<file path="src/rtl/door_dwell_timer_pkg.sv">
// Shared definitions for the elevator door dwell timer: FSM state encoding
// and a helper that turns a binary constant into packed BCD so the top level
// can compare the running BCD count against its thresholds directly.
package door_pkg;

    typedef enum logic [1:0] {
        IDLE  = 2'd0,
        OPEN  = 2'd1,
        HOLD  = 2'd2,
        CLOSE = 2'd3
    } door_state_t;

    // Widest count the helper can express; BCD_DIGITS must not exceed this.
    localparam int MAX_BCD_DIGITS = 8;

    // Binary to packed BCD, digit 0 in [3:0]. Only ever evaluated on constants.
    function automatic logic [4*MAX_BCD_DIGITS-1:0] to_bcd(input int unsigned value);
        logic [4*MAX_BCD_DIGITS-1:0] result;
        int unsigned                 rem;
        result = '0;
        rem    = value;
        for (int i = 0; i < MAX_BCD_DIGITS; i++) begin
            result[4*i +: 4] = 4'(rem % 10);
            rem              = rem / 10;
        end
        return result;
    endfunction

endpackage

</file>
<file path="src/rtl/bcd_decade_cnt.sv">
// One decade of the cascaded BCD elapsed counter. Counts 0..9 when enabled,
// wraps to 0 after 9; carry flags the digit sitting at 9 so the next digit
// up can be enabled on the same cycle this one rolls over.
module bcd_decade_cnt (
    input  logic       clk,
    input  logic       rst,
    input  logic       clr,
    input  logic       en,
    output logic [3:0] q,
    output logic       carry
);

    // Decade register: synchronous clear has priority over counting.
    always_ff @(posedge clk or posedge rst) begin
        if (rst) begin
            q <= 4'd0;
        end else if (clr) begin
            q <= 4'd0;
        end else if (en) begin
            q <= (q == 4'd9) ? 4'd0 : q + 4'd1;
        end
    end

    assign carry = (q == 4'd9);

endmodule

</file>
<file path="src/rtl/door_dwell_timer.sv">
// Elevator door dwell timer. A rising edge on arr opens the door and starts a
// BCD elapsed count; the door closes when the count reaches DWELL_TICKS-1,
// or earlier on close_req once MIN_TICKS has elapsed. open_req holds the door
// (count parked at 0). All outputs are registered.
module door_dwell_timer #(
    parameter int DWELL_TICKS = 100,
    parameter int MIN_TICKS   = 25,
    parameter int BCD_DIGITS  = 2
) (
    input  logic                    clk,
    input  logic                    rst,
    input  logic                    arr,
    input  logic                    open_req,
    input  logic                    close_req,
    output logic                    door_open,
    output logic                    close_go,
    output logic                    busy,
    output logic [4*BCD_DIGITS-1:0] elapsed_bcd
);

    import door_pkg::*;

    localparam int BW = 4*BCD_DIGITS;

    // Thresholds pre-converted to BCD; BCD ordering matches numeric ordering,
    // so plain unsigned compares work on the packed digits.
    localparam logic [4*MAX_BCD_DIGITS-1:0] LAST_FULL = to_bcd(DWELL_TICKS - 1);
    localparam logic [4*MAX_BCD_DIGITS-1:0] MIN_FULL  = to_bcd(MIN_TICKS);
    localparam logic [BW-1:0]               LAST_BCD  = LAST_FULL[BW-1:0];
    localparam logic [BW-1:0]               MIN_BCD   = MIN_FULL[BW-1:0];

    door_state_t          state;
    logic                 arr_d;
    logic                 arr_edge;
    logic                 at_last;
    logic                 close_early;
    logic                 all_nines;
    logic                 cnt_en;
    logic                 cnt_clr;
    logic [BCD_DIGITS-1:0] carry;
    logic [BCD_DIGITS-1:0] en_chain;

    assign arr_edge    = arr & ~arr_d;
    assign at_last     = (elapsed_bcd == LAST_BCD);
    assign close_early = close_req & (elapsed_bcd >= MIN_BCD);
    // Every digit at 9: the counter must never roll over from here.
    assign all_nines   = &carry;

    // Registered copy of arr for arrival edge detection.
    always_ff @(posedge clk or posedge rst) begin
        if (rst) begin
            arr_d <= 1'b0;
        end else begin
            arr_d <= arr;
        end
    end

    // Counter control: count only while OPEN and not leaving OPEN this cycle,
    // so the final value is held through the CLOSE cycle.
    always_comb begin
        cnt_en  = 1'b0;
        cnt_clr = 1'b0;
        case (state)
            OPEN: begin
                if (arr_edge || open_req) begin
                    cnt_clr = 1'b1;
                end else if (!close_early && !at_last && !all_nines) begin
                    cnt_en = 1'b1;
                end
            end
            default: cnt_clr = (state != CLOSE) || 1'b1;
        endcase
    end

    // Cascaded decades: a digit advances only when all lower digits carry.
    generate
        for (genvar gi = 0; gi < BCD_DIGITS; gi++) begin : g_digit
            if (gi == 0) begin : g_lsd
                assign en_chain[gi] = cnt_en;
            end else begin : g_upper
                assign en_chain[gi] = en_chain[gi-1] & carry[gi-1];
            end
            bcd_decade_cnt u_digit (
                .clk   (clk),
                .rst   (rst),
                .clr   (cnt_clr),
                .en    (en_chain[gi]),
                .q     (elapsed_bcd[4*gi +: 4]),
                .carry (carry[gi])
            );
        end
    endgenerate

    // Door FSM with registered door_open / close_go / busy.
    always_ff @(posedge clk or posedge rst) begin
        if (rst) begin
            state     <= IDLE;
            door_open <= 1'b0;
            close_go  <= 1'b0;
            busy      <= 1'b0;
        end else begin
            close_go <= 1'b0;
            case (state)
                IDLE: begin
                    if (arr_edge) begin
                        state     <= OPEN;
                        door_open <= 1'b1;
                        busy      <= 1'b1;
                    end
                end
                OPEN: begin
                    if (arr_edge) begin
                        state <= OPEN;
                    end else if (open_req) begin
                        state <= HOLD;
                    end else if (close_early || at_last) begin
                        state     <= CLOSE;
                        door_open <= 1'b0;
                        close_go  <= 1'b1;
                    end
                end
                HOLD: begin
                    if (!open_req) begin
                        state <= OPEN;
                    end
                end
                CLOSE: begin
                    state <= IDLE;
                    busy  <= 1'b0;
                end
                default: begin
                    state     <= IDLE;
                    door_open <= 1'b0;
                    busy      <= 1'b0;
                end
            endcase
        end
    end

endmodule

</file>
<file path="config.mk">
export PLATFORM = sky130hd
export DESIGN_NAME = door_dwell_timer
export DESIGN_NICKNAME = d
export VERILOG_FILES = /design/src/rtl/door_dwell_timer_pkg.sv /design/src/rtl/bcd_decade_cnt.sv /design/src/rtl/door_dwell_timer.sv
export SDC_FILE = /design/constraint.sdc
export NUM_CORES = 1
export LEC_CHECK = 0
export CORE_MARGIN = 3
export CORE_UTILIZATION = 32
export DETAILED_ROUTE_END_ITERATION = 7
export GPL_TIMING_DRIVEN = 0
export PLACE_DENSITY_LB_ADDON = 0.05
export SLEW_MARGIN = 5
export SYNTH_ARGS = -nofsm -noshare
export SYNTH_HDL_FRONTEND = slang
export SYNTH_SLANG_ARGS = --single-unit
</file>
<file path="constraint.sdc">
create_clock -name clk -period 1.7 [get_ports clk]
set_input_delay 0.255 -clock clk [delete_from_list [all_inputs] [get_ports clk]]
set_output_delay 0.255 -clock clk [all_outputs]
set_load 0.02 [all_outputs]
</file>
==> summary.txt, run 1 <==
STA
  – Fin. Hold Viols: 0
  – Slew at the pin with the worst max-slew slack: 0.546 ns
  – Post-Route Skew: 0.000580 ns
  – Pins Over Slew Limit: 0
  – WHS: 0.315 ns
  – Final setup fails: 0
  – Worst slew margin: 63.6%
  – RSZ-0062 raised after global routing: no
  – Final period util: 96.3%
  – Fmax: a little over 600 MHz
  – Fin crit period: approximately 1.6 ns

Power and ir drop
  – Comb pwr share: 23.7%
  – P_int: 603 uW
  – NetSw: roughly 280 uW
  – LEAKAGE: 0.418 nW
  – Clock network fraction of design power: 27.3%
  – Total Power Consumption: between 800 and 900 uW
  – Net Sw Frac: 31.5%
  – PwrDens: approximately 940 nW/um^2
  – IR Drop Worst-Case VDD: roughly 460 uV
  – Sequential power share: 49.0%

Logic synthesis
  – Seq/Total Area, Yosys: between 40% and 50%
  – Synth Area in Compound Gates: 20.8%
  – Avg Synthesized Cell Area: 10.1 sq um
  – Xor and xnor fraction of the mapped netlist area: 2.47%
  – Post-Syn Nets: 75
  – Proportion of synthesized area in mux cells: 1.41%
  – Post-Synth Simple-Gate Area: 24.3%
  – Yosys reg bits: 14
  – Post-Syn Area: 709 sq um
  – Synth Area in Adders: 0%
  – Main combinational cell family by area after synthesis: simple AND/OR/NAND/NOR gates
  – Cell count after synthesis: 70
  – Synth Warn #: 0
  – Post-synthesis cell type count: 28

Clock tree
  – TritonCTS Buffers: 3
  – Root buf cell: clkbuf_4
  – Post-CTS Resized: 1
  – Hold Buf Count CTS: 0
  – Setup repair bufs after CTS: 0
  – Worst skew pair latency: 0.28 ns
  – Maximum clock path buffer count: 2
  – Clk sink count: 14
  – Worst-path clk slew: ~0.09 ns
  – CTS tree: built
  – CTS H-Tree Depth: 1

Critical path
  – CP Launch Type: register
  – WP data arrival: 1.38 ns
  – Slowest cell on crit path: clkdlybuf4s50_1
  – Crit Path Category: reg2out
  – Max incr delay on CP: 0.65 ns
  – Worst Path Required: ~1.4 ns
  – Critical path endpoint category: primary output
  – Crit-path max FO: 6
  – CP bufs+invs: 1
  – Largest delay contributor family on the critical path: buffers and inverters
  – Worst path cell trace: clkdlybuf4s50_1
  – R2R setup slack: 0.09 ns

Layout
  – Share of cells above drive strength 1: between 10 and 15%
  – Layout area overhead: 32.3%
  – Finished Core Util: between 40% and 50%
  – Net count, final: 95
  – Final Non-Filler Cells: 116
  – N_diodes: 0
  – Finished Cell Area: 938 sq um

Floorplan
  – Die width: ~53 um
  – Die H: roughly 53 um
  – Ports: 16
  – DIE AREA: 2820 sq um
  – Core ar.: 2020 sq um
  – Initial core utilization: a little over a third
  – Core Rows: 16

Drt
  – Final antenna-violating net count: 0
  – Vias/cell: 4.97
  – Via count: a little under 600
  – WL final: ~1500 um
  – # DRC: 0
  – Drt wl/cell: 12.9 um
  – Iteration-0 DRC Markers: 11
  – Detailed Routing Iterations Pass 1: 4

GRT
  – Number of global-route vias before repair: 573
  – First-pass GRT wire length: approximately 2500 um
  – Largest net degree at the start of global routing: 15
  – Antenna violations before repair: 0
  – GRT overflow: 0
  – GRT Util Overall: 12.3%

Placed design
  – Final Wtd Congestion: between 0.7 and 0.8
  – Dpl cells: 112
  – Port-buffer cells: 15
  – Placed inst area: 893 sq um
  – HPWL Detailed: ~1100 um

Hold path
  – Worst Hold Class: in2async

Status
  – Status: completed

Run
  – Max-cap violations: 0
power groups by stage:
stage	combinational, mW	sequential [mW]	clock (mW)
floorplan	0.117	0.450	0
global placement	0.212	0.437	0
detailed placement	0.211	0.437	0
CTS	0.212	0.431	0.255
global route	0.229	0.441	0.267
finish	0.209	0.431	0.240
final cells by class:
cell class                      instances  area (sq um)
Fill cell                             196          1080
Sequential cell                        14           352
Multi-Input combinational cell         53           348
Timing Repair Buffer                   15           158
Clock buffer                            4          36.3
Tap cell                               27          33.8
Inverter                                3          11.3
metal layers:
metal | wire length (um) | up-vias | GRT usage (%)
met2 | 652 | 14 | 16.1
met1 | 776 | 269 | 17.5
met4 | 12 | 0 | 7.66
met3 | 60 | 2 | 3.38
met5 | 0 | - | 0
li1 | - | 292 | -
cell usage in the layout, fill, tap and decap left out, types with 3 or more instances in the layout:
| master | n |
|---|---|
| dfrtp_1 | 13 |
| clkdlybuf4s50_1 | 12 |
| nor2_1 | 9 |
| o21ai_0 | 6 |
| a21oi_1 | 6 |
| nand2_1 | 4 |
| inv_1 | 3 |
| clkbuf_4 | 3 |
| dlymetal6s2s_1 | 3 |
stage by stage:
stage                     TNS, ns  worst slack, ns
after global placement     -0.227           -0.126
after CTS                       0          0.00770
after detailed placement   -0.241           -0.135
final                           0           0.0635
after floorplan                 0            0.116
after global routing            0          0.00213
final timing paths:
path                       cells after the start                 endpoint                    start
hold reg to reg                                1                     busy                     busy
min in group clk                               1                    arr_d                      arr
setup reg to reg                               4  g_digit[0].u_digit.q[1]  g_digit[1].u_digit.q[3]
hold / removal                                 2                 state[0]                      rst
max in group asynchronous                      2  g_digit[1].u_digit.q[2]                      rst
setup / recovery                               1           elapsed_bcd[5]  g_digit[1].u_digit.q[1]
synth_stat cells:
library cell   n  area (sq um)
o2111ai_1      1          8.76
o2bb2ai_1      1          8.76
and4bb_2       2          25.0
or3_2          1          7.51
o21ba_2        1          10.0
a21o_1         1          7.51
inv_1          3          11.3
o21a_1         1          7.51
o211ai_1       1          7.51
dfrtp_1       14           350
nand4_1        2          12.5
nand3_2        1          10.0
a21oi_2        1          8.76
o31ai_1        1          7.51
nand3_1        2          10.0
xor2_1         2          17.5
and3_1         1          6.26
nand2_1        4          15.0
o21ai_0        6          30.0
nor2b_1        1          6.26
mux2i_1        1          10.0
nor4_2         1          12.5
or3_1          1          6.26
or4_1          2          15.0
nor2_1         9          33.8
o31ai_4        1          21.3
a21oi_1        6          30.0
nand2b_1       2          12.5
state kept, by name, indices dropped and copies added, names as in the netlist:
name	count
door_open	1
arr_d	1
state	2
busy	1
close_go	1
g_digit.u_digit.q	8
logic make-up after synthesis:
group                     count (synthesis)
xor gates and xnor gates                  2
muxes                                     1
DFF                                      14
and+or+nand+nor                          29
AOI/OAI and AO/OA                        21
buffers and inverters                     3
worst reg2reg max path, cell delays in order (launching register included):
cell	delay, ns
dfrtp_1	0.47
nor4_2	0.30
a21oi_2	0.16
or4_1	0.48
a21oi_1	0.13
Power figures use the tool's default switching activity.
==> run 2: changes to the inputs <==
--- a/config.mk
+++ b/config.mk
@@ -5,8 +5,10 @@
 export SDC_FILE = /design/constraint.sdc
 export NUM_CORES = 1
 export LEC_CHECK = 0
+export ABC_CLOCK_PERIOD_IN_PS = 1700
 export CORE_MARGIN = 3
 export CORE_UTILIZATION = 32
+export CTS_BUF_LIST = sky130_fd_sc_hd__clkbuf_4 sky130_fd_sc_hd__clkbuf_8 sky130_fd_sc_hd__clkbuf_16
 export DETAILED_ROUTE_END_ITERATION = 7
 export GPL_TIMING_DRIVEN = 0
 export PLACE_DENSITY_LB_ADDON = 0.05
==> results of run 2 <==
No change in the layout: final DEF, timing and power equal those of run 1.
==> run 3: changes to the inputs <==
--- a/config.mk
+++ b/config.mk
@@ -12,7 +12,6 @@
 export DETAILED_ROUTE_END_ITERATION = 7
 export GPL_TIMING_DRIVEN = 0
 export PLACE_DENSITY_LB_ADDON = 0.05
-export SLEW_MARGIN = 5
 export SYNTH_ARGS = -nofsm -noshare
 export SYNTH_HDL_FRONTEND = slang
 export SYNTH_SLANG_ARGS = --single-unit
==> results of run 3 <==
No change in the layout: final DEF, timing and power equal those of run 1.
